--- config.mk ---
export PLATFORM = sky130hd
export DESIGN_NAME = gen_fifo_wptr_full
export DESIGN_NICKNAME = d
export VERILOG_FILES = /design/src/rtl/gen_fifo_wptr_full_pkg.sv /design/src/rtl/gen_gray2binary.sv /design/src/rtl/gen_fifo_wptr_full.sv
export SDC_FILE = /design/constraint.sdc
export NUM_CORES = 1
export LEC_CHECK = 0
export ABC_AREA = 1
export CELL_PAD_IN_SITES_DETAIL_PLACEMENT = 0
export CELL_PAD_IN_SITES_GLOBAL_PLACEMENT = 1
export CORE_UTILIZATION = 45
export CTS_BUF_LIST = sky130_fd_sc_hd__clkbuf_4 sky130_fd_sc_hd__clkbuf_8
export DETAILED_ROUTE_END_ITERATION = 8
export DONT_BUFFER_PORTS = 1
export GPL_TIMING_DRIVEN = 1
export PLACE_DENSITY = 0.75
export SYNTH_ARGS = -nofsm -noshare
export SYNTH_HDL_FRONTEND = slang
export SYNTH_SLANG_ARGS = --single-unit
--- constraint.sdc ---
create_clock -name hclk -period 2.8 [get_ports hclk]
set_input_delay 0.56 -clock hclk [delete_from_list [all_inputs] [get_ports hclk]]
set_output_delay 0.56 -clock hclk [all_outputs]
set_load 0.05 [all_outputs]
--- src/rtl/gen_fifo_wptr_full_pkg.sv ---
// rtl/gen_fifo_wptr_full_pkg.sv - shared defaults and gray helper for FIFO pointer logic
package gen_fifo_wptr_full_pkg;

   localparam int FIFO_AW     = 4;
   localparam int SYNC_STAGES = 2;

   // Callers zero-extend into 32 bits and keep the low bits they need.
   function automatic logic [31:0] bin2gray(input logic [31:0] bin);
      return bin ^ (bin >> 1);
   endfunction

endpackage

--- src/rtl/gen_gray2binary.sv ---
// rtl/gen_gray2binary.sv - gray to binary decoder, prefix XOR from the MSB down
module gen_gray2binary #(
   parameter int WIDTH = 5
) (
   input  logic [WIDTH-1:0] gray,
   output logic [WIDTH-1:0] bin
);

   always_comb begin
      bin = '0;
      bin[WIDTH-1] = gray[WIDTH-1];
      for (int i = WIDTH - 2; i >= 0; i--) begin
         bin[i] = bin[i+1] ^ gray[i];
      end
   end

endmodule

--- src/rtl/gen_fifo_wptr_full.sv ---
// rtl/gen_fifo_wptr_full.sv - write-side pointer, gray export and full/level status
module gen_fifo_wptr_full
   import gen_fifo_wptr_full_pkg::*;
#(
   parameter int ADDR_WIDTH   = FIFO_AW,
   parameter int SYNC_STAGES  = gen_fifo_wptr_full_pkg::SYNC_STAGES,
   parameter int AFULL_THRESH = 12
) (
   input  logic                  hclk,
   input  logic                  hresetn,
   input  logic                  wr_req,
   input  logic [ADDR_WIDTH:0]   rd_gray_async,
   output logic                  wr_en_ram,
   output logic [ADDR_WIDTH-1:0] wr_addr,
   output logic [ADDR_WIDTH:0]   wr_gray,
   output logic                  full,
   output logic                  almost_full,
   output logic [ADDR_WIDTH:0]   wr_level,
   output logic                  overflow
);

   localparam int AW = ADDR_WIDTH;
   localparam logic [AW:0] AFULL_LVL = (AW+1)'(AFULL_THRESH);

   logic [AW:0] wbin;
   logic [AW:0] wbin_next;
   logic [AW:0] gray_next;
   logic [AW:0] level_next;
   logic [AW:0] rq_gray;
   logic [AW:0] rq_bin;
   logic [AW:0] sync_q [SYNC_STAGES];
   logic [31:0] gray_wide;
   logic        full_next;
   logic        accept;

   genvar s;
   generate
      for (s = 0; s < SYNC_STAGES; s++) begin : g_sync
         always_ff @(posedge hclk) begin
            if (!hresetn) begin
               sync_q[s] <= '0;
            end else if (s == 0) begin
               sync_q[s] <= rd_gray_async;
            end else begin
               sync_q[s] <= sync_q[(s == 0) ? 0 : s-1];
            end
         end
      end
   endgenerate

   assign rq_gray = sync_q[SYNC_STAGES-1];

   gen_gray2binary #(
      .WIDTH(AW+1)
   ) u_rq_decode (
      .gray(rq_gray),
      .bin (rq_bin)
   );

   assign accept    = wr_req & ~full;
   assign wr_en_ram = accept;
   assign wr_addr   = wbin[AW-1:0];

   always_comb begin
      wbin_next  = wbin + {{AW{1'b0}}, accept};
      gray_wide  = bin2gray(32'(wbin_next));
      gray_next  = gray_wide[AW:0];
      // Full when the write pointer has lapped the read pointer by exactly one wrap.
      full_next  = (gray_next == {~rq_gray[AW:AW-1], rq_gray[AW-2:0]});
      level_next = wbin_next - rq_bin;
   end

   always_ff @(posedge hclk) begin
      if (!hresetn) begin
         wbin        <= '0;
         wr_gray     <= '0;
         full        <= 1'b0;
         almost_full <= 1'b0;
         wr_level    <= '0;
         overflow    <= 1'b0;
      end else begin
         wbin        <= wbin_next;
         wr_gray     <= gray_next;
         full        <= full_next;
         almost_full <= (level_next >= AFULL_LVL);
         wr_level    <= level_next;
         overflow    <= wr_req & full;
      end
   end

endmodule

==> metrics.md, run 1 <==
| Metric | Value |
|---|---|
| Cts hold-fix bufs | `0` |
| Synth unique cells | `22` |
| Die width | `approximately 54 um` |
| Buf+Inv Stages, Crit Path | `2` |
| Total congestion overflow | `0` |
| Critical path required time | `3.02 ns` |
| Postcts setup bufs | `0` |
| Reg2reg start | `sync_q[1][4]` |
| TritonCTS clock tree | `built` |
| Routed wire per std cell | `around 11 um` |
| First-pass GRT wire length | `roughly 3500 um` |
| Worst setup SP type | `flip-flop` |
| Synthesized flop and latch total | `27` |
| Clock skew | `about 0.0057 ns` |
| Relative max-transition margin | `62.6%` |
| Flop-to-flop setup slack | `around 0.48 ns` |
| CP max stage delay | `about 0.44 ns` |
| Crit-path cells | `xnor2_2, nand2_1, nand3_1, nand3_1, nand2_1, inv_1, ha_1, fa_1, o21bai_1, a21oi_1, inv_1, nand2_1, nand3_1, nand2_1` |
| Critical path arrival | `around 2.5 ns` |
| # rows | `18` |
| Placed insts | `approximately 200` |
| Drt first pass iters | `4` |
| Largest net degree at the start of global routing | `17` |
| Chip height | `around 54 um` |
| Via-per-instance ratio | `about 4.8` |
| Area growth, synth to finish | `8.08%` |
| DRC Markers | `0` |
| Dpl cell area | `1310 um2` |
| Worst-case clock buffer depth | `2` |
| Warnings from Yosys | `0` |
| # IOs | `26` |
| Critical path's top delay family | `adder cells` |
| CP dominant cell by count | `nand2_1` |
| Vias | `970` |
| Endpoints failing hold | `0` |
| Post-cts resize count | `0` |
| Non-Filler Cell Area, Final | `1340 um2` |
| Fin nets | `roughly 190` |
| Starting Density | `approximately half` |
| Tcrit/Tclk final | `82.9%` |
| Mapped Cells | `between 150 and 200` |
| Hpwl dp | `approximately 1700 um` |
| Max Cap Viol | `0` |
| Drt initial violations | `14` |
| Post-synthesis sequential area ratio | `between 40% and 50%` |
| TNS Setup | `0 ns` |
| Hold path depth | `2` |
| CP max FO | `4` |
| Placer Congestion | `approximately 0.85` |
| Mapped Avg Cell Area | `between 7 and 8 um2` |
| Commonest non-fill, non-tap cell in the layout | `nand2_1` |
| Setup WS post-layout | `0.478 ns` |
| Reg2Reg Depth | `14` |
| Die area | `2970 um2` |
| Final core utilization | `between 50% and 60%` |
| Setup WS pre-CTS | `approximately 0.23 ns` |
| Initial antenna violation count | `0` |
| IR drop worst, VDD | `between 0.4 and 0.5 mV` |
| Final WL | `~2200 um` |
| CTS Buf Count | `3` |
| H-tree depth | `1` |
| Gr usage total | `16.4%` |
| N_diodes | `0` |
| Layout Cells excl Fill | `between 200 and 250` |
| Final max-slew violation count | `0` |
| Hold Crit Class | `in2reg` |
| Reg clk slew, reported paths | `approximately 0.14 ns` |
| Mapped cell area | `about 1200 um2` |
| Sink Count | `27` |
| Pwr/cell area | `624 nW/um2` |
| Worst-Skew Late Latency | `roughly 0.31 ns` |
| Post-detailed-route count of antenna-violating nets | `0` |
| Final setup vio count | `0` |
| R2R Path End | `almost_full` |
| Syn Nets | `roughly 180` |
| Status | `finished, final reports clean` |
| Vias in the first global route | `roughly 850` |
| Core ar. | `2540 um2` |
| Leak pwr | `roughly 0.73 nW` |
| Fmax | `431 MHz` |
| Setup crit end kind | `flip-flop` |
| CTS root buf | `clkbuf_4` |
| Kind of critical path | `reg2reg` |
| Layout cells sized above 1 | `between 10% and 20%` |
| Final min period | `around 2.3 ns` |
| Buffers added on ports | `0` |
| Highest-delay cell along the critical path | `fa_1` |
| Commonest non-fill, non-tap cells in the layout | `nand2_1, inv_1, dfxtp_1, nand3_1, nor2_1` |
| Slew @ Worst Pin | `approximately 0.56 ns` |
| RSZ-0062 raised after global routing | `no` |
| Worst Hold Path EP | `sync_q[0][3]` |
| Origin of the worst min-delay path | `rd_gray_async[3]` |
routing by layer:
metal / routed length (um) / up-vias / global-route usage (%)
met5: 0 / - / 0
met4: 10 / 0 / 5.56
met3: 71 / 2 / 3.61
met2: 1040 / 20 / 28.7
met1: 1040 / 431 / 19.6
li1: - / 517 / -
state kept, by name, summed over array words and instances (netlist names):
register / cells
almost_full: 1
sync_q: 10
wr_gray: 5
overflow: 1
wbin: 4
full: 1
wr_level: 5
how the worst max path moves through the flow:
stage / from / endpoint / slack [ns] / depth (start not counted)
CTS: sync_q[1][4] / almost_full / 0.46 / 14
finish: sync_q[1][4] / almost_full / 0.48 / 14
detailed placement: wr_req / almost_full / 0.23 / 12
global placement: wr_req / almost_full / 0.23 / 12
floorplan: wr_req / wr_level[3] / 0.03 / 12
global route: sync_q[1][4] / almost_full / 0.28 / 14
per-stage QoR:
step / hold WS (ns) / total power (W)
after floorplan: 0.390 / 0.000643
after global placement: 0.395 / 0.000671
after detailed placement: 0.400 / 0.000674
after CTS: 0.318 / 0.000850
after global routing: 0.308 / 0.000889
final: 0.333 / 0.000835
power by group:
group	total [W]	internal, W	switching, W
sequential	0.000512	0.000418	0.0000948
combinational	0.000150	0.0000567	0.0000930
clock	0.000173	0.0000652	0.000108
final cells by class:
| cell class | instances | area, um2 |
|---|---|---|
| fillers | 267 | 1210 |
| clock buffers | 4 | 30.0 |
| flip-flops and latches | 27 | 541 |
| well taps | 30 | 37.5 |
| inverters | 31 | 116 |
| repair buffers | 6 | 45.0 |
| multi-input cells | 105 | 569 |
cell families after synthesis:
| kind of cell | after synthesis | share of synthesized area, % |
|---|---|---|
| compound gates | 6 | 2.63 |
| xor+xnor | 5 | 4.75 |
| flops | 27 | 43.6 |
| buf+inv | 34 | 10.6 |
| simple gates | 87 | 30.7 |
| fa+ha+maj | 7 | 7.68 |
cell usage after synthesis:
| cell type | number | area [um2] |
|---|---|---|
| buf_4 | 1 | 7.51 |
| inv_2 | 2 | 7.51 |
| nand3b_1 | 1 | 7.51 |
| inv_1 | 29 | 109 |
| nand2_1 | 50 | 188 |
| dfxtp_1 | 27 | 541 |
| and2_1 | 1 | 6.26 |
| a21oi_1 | 4 | 20.0 |
| o21ai_0 | 1 | 5.00 |
| xor2_1 | 3 | 26.3 |
| nand3_1 | 14 | 70.1 |
| xor2_2 | 1 | 16.3 |
| nand3_2 | 2 | 20.0 |
| ha_1 | 6 | 75.1 |
| or2_1 | 1 | 6.26 |
| clkbuf_1 | 2 | 7.51 |
| nor2_1 | 12 | 45.0 |
| fa_1 | 1 | 20.0 |
| nand2_2 | 2 | 12.5 |
| o21bai_1 | 1 | 7.51 |
| nand4_1 | 4 | 25.0 |
| xnor2_2 | 1 | 16.3 |
worst reg2reg max path, stage by stage (launching register included):
cell and delay, ns:
dfxtp_1 0.37, xnor2_2 0.30, nand2_1 0.14, nand3_1 0.11, nand3_1 0.08, nand2_1 0.06
inv_1 0.04, ha_1 0.20, fa_1 0.44, o21bai_1 0.16, a21oi_1 0.09, inv_1 0.05
nand2_1 0.05, nand3_1 0.09, nand2_1 0.06
No activity file was read; power rests on OpenSTA's default activity.
==> inputs of run 2 (changes only) <==
--- a/config.mk
+++ b/config.mk
@@ -8,12 +8,12 @@
 export ABC_AREA = 1
 export CELL_PAD_IN_SITES_DETAIL_PLACEMENT = 0
 export CELL_PAD_IN_SITES_GLOBAL_PLACEMENT = 1
-export CORE_UTILIZATION = 45
+export CORE_UTILIZATION = 42
 export CTS_BUF_LIST = sky130_fd_sc_hd__clkbuf_4 sky130_fd_sc_hd__clkbuf_8
 export DETAILED_ROUTE_END_ITERATION = 8
 export DONT_BUFFER_PORTS = 1
 export GPL_TIMING_DRIVEN = 1
-export PLACE_DENSITY = 0.75
+export PLACE_DENSITY = 0.74
 export SYNTH_ARGS = -nofsm -noshare
 export SYNTH_HDL_FRONTEND = slang
 export SYNTH_SLANG_ARGS = --single-unit
==> constraint.sdc (replaced) <==
create_clock -name hclk -period 1.9 [get_ports hclk]
set_input_delay 0.38 -clock hclk [delete_from_list [all_inputs] [get_ports hclk]]
set_output_delay 0.38 -clock hclk [all_outputs]
set_load 0.05 [all_outputs]
==> run 2 against run 1 <==
Compared with the run above:
- the flow now finishes with violations (setup timing)
- clock skew about the same
- core utilization increased by 6.7 points
- non-clock buffer count up 24
- global-route usage increased by 2.4 points
- power grew 60%
- worst setup slack worse by 0.74 ns
- final cell count is 12% higher
- critical path type unchanged
==> metrics.md, run 2 (synthesis results as in run 1) <==
| Metric | Value |
|---|---|
| Status | `finished, violations left` |
| Failing checks | `setup timing` |
| Relative max-transition margin | `between 60% and 70%` |
| Worst-Skew Late Latency | `approximately 0.32 ns` |
| Pwr/cell area | `approximately 810 nW/um2` |
| Setup crit end kind | `flip-flop` |
| Hpwl dp | `a little over 2000 um` |
| Gr usage total | `between 10% and 20%` |
| Initial antenna violation count | `0` |
| Largest register FFs | `10` |
| Hold path depth | `2` |
| Die area | `3170 um2` |
| CP max stage delay | `approximately 0.4 ns` |
| Final min period | `about 2.2 ns` |
| Vias in the first global route | `1057` |
| Highest-delay cell along the critical path | `dfxtp_4` |
| Routed wire per std cell | `between 10 and 15 um` |
| Met2 routed WL | `1420 um` |
| Reg clk slew, reported paths | `0.14 ns` |
| Flop-to-flop setup slack | `-0.26 ns` |
| Layout cells sized above 1 | `between 30 and 40%` |
| Final WL | `2710 um` |
| Setup WS post-layout | `-0.264 ns` |
| Clock skew | `0.00586 ns` |
| # rows | `19` |
| CTS Buf Count | `3` |
| Kind of critical path | `reg2reg` |
| First-pass GRT wire length | `between 4000 and 5000 um` |
| Hold Crit Class | `in2reg` |
| Metal3 WL | `roughly 99 um` |
| TritonCTS clock tree | `built` |
| Total congestion overflow | `0` |
| Worst-case clock buffer depth | `2` |
| Origin of the worst min-delay path | `hresetn` |
| Leak pwr | `0.858 nW` |
| N_diodes | `0` |
| Commonest non-fill, non-tap cell in the layout | `nand2_1` |
| Core ar. | `2780 um2` |
| Critical path arrival | `roughly 2.4 ns` |
| Largest net degree at the start of global routing | `17` |
| CTS root buf | `clkbuf_4` |
| R2R Path End | `almost_full` |
| # IOs | `26` |
| Chip height | `between 50 and 60 um` |
| Max Cap Viol | `0` |
| Die width | `about 56 um` |
| Non-Filler Cell Area, Final | `1650 um2` |
| Placer Congestion | `0.872` |
| Commonest non-fill, non-tap cells in the layout | `nand2_1, buf_4, inv_1, dfxtp_1` |
| Starting Density | `between 40 and 50%` |
| IR drop worst, VDD | `~0.90 mV` |
| Final core utilization | `about three fifths` |
| Crit-path cells | `xnor2_4, or2_4, nand3_2, nand3_2, nand2_1, inv_2, ha_4, fa_2, o21bai_1, a21oi_2, inv_1, nand2_2, nand3_2, nand2_1` |
| Reg2reg start | `sync_q[1][4]` |
| Area growth, synth to finish | `33.1%` |
| Fin nets | `roughly 210` |
| Via-per-instance ratio | `4.86` |
| Tcrit/Tclk final | `114%` |
| Placed insts | `roughly 220` |
| DRC Markers | `0` |
| Layout Cells excl Fill | `around 230` |
| Vias | `about 1100` |
| RSZ-0062 raised after global routing | `yes` |
| Worst setup SP type | `flip-flop` |
| Sink Count | `27` |
| Critical path required time | `about 2.1 ns` |
| Drt initial violations | `39` |
| Worst Hold Path EP | `sync_q[1][1]` |
| Slew @ Worst Pin | `0.483 ns` |
| DR top layer | `met4` |
| H-tree depth | `1` |
| Drt first pass iters | `5` |
| Final max-slew violation count | `0` |
| Routed length on met1 | `1140 um` |
| Endpoints failing hold | `0` |
| Largest Register | `sync_q` |
| Final setup vio count | `4` |
| Post-detailed-route count of antenna-violating nets | `0` |
| Buffers added on ports | `0` |
| Largest registers | `sync_q x10, wr_gray x5, wr_level x5` |
| Cts hold-fix bufs | `0` |
| CP dominant cell by count | `nand3_2` |
| CP max FO | `4` |
| Reg2Reg Depth | `14` |
| Fmax | `~460 MHz` |
| Dpl cell area | `1510 um2` |
[run 2: cell types whose count changed in the layout (fill, tap and decap cells not counted), moves of 4 or more]
cell,delta
inv_2,+4
nand2_1,-5
ha_1,-4
buf_4,+24
inv_1,-5
ha_4,+4
nand2_2,+5
[run 2: per-stage QoR]
step / setup WS (ns) / total power, W / hold WS (ns) / setup TNS, ns
6_report: -0.264 / 0.00133 / 0.144 / -0.759
5_1_grt: -0.380 / 0.00141 / 0.123 / -1.23
4_1_cts: -0.233 / 0.00131 / 0.133 / -0.539
3_5_place_dp: -0.309 / 0.00106 / 0.404 / -0.759
3_3_place_gp: -0.232 / 0.00105 / 0.397 / -0.452
2_1_floorplan: -0.220 / 0.000971 / 0.390 / -0.630
[run 2: layer usage]
metal,GRT usage (%),vias up
li1,-,564
met1,22.8,510
met2,33.3,31
met3,3.00,4
met4,7.32,0
met5,0,-
[run 2: critical path, delay by kind of cell (launching register included)]
kind	cells	cell delay (ns)
compound gates	2	0.27
simple gates	7	0.62
flops	1	0.39
buf+inv	2	0.11
xor+xnor	1	0.17
fa+ha+maj	2	0.53
[run 2: final cells by class]
cell class	count	area [um2]
Multi-Input combinational cell	105	687
Sequential cell	27	552
Fill cell	267	1130
Inverter	31	119
Timing Repair Buffer	30	225
Clock buffer	3	22.5
Clock inverter	1	5.00
Tap cell	31	38.8
[run 2: what timing repair did]
item                                    in CTS  in global routing
pin swaps                                    9                 12
resized for setup                            6                 13
buffers inserted                             1                  4
endpoints found under the setup margin       5                  6
[run 2: how the worst max path moves through the flow]
stage / start / end / slack, ns
6_report: sync_q[1][4] / almost_full / -0.26
3_3_place_gp: sync_q[1][4] / almost_full / -0.23
5_1_grt: sync_q[1][4] / almost_full / -0.38
3_5_place_dp: sync_q[1][4] / almost_full / -0.31
2_1_floorplan: full / almost_full / -0.22
4_1_cts: sync_q[1][3] / almost_full / -0.23
[run 2: report_power, final]
part           switching (W)  internal, W  total [W]
logic               0.000180     0.000157   0.000336
clock network       0.000161    0.0000789   0.000240
registers           0.000143     0.000612   0.000756
total               0.000484     0.000848    0.00133
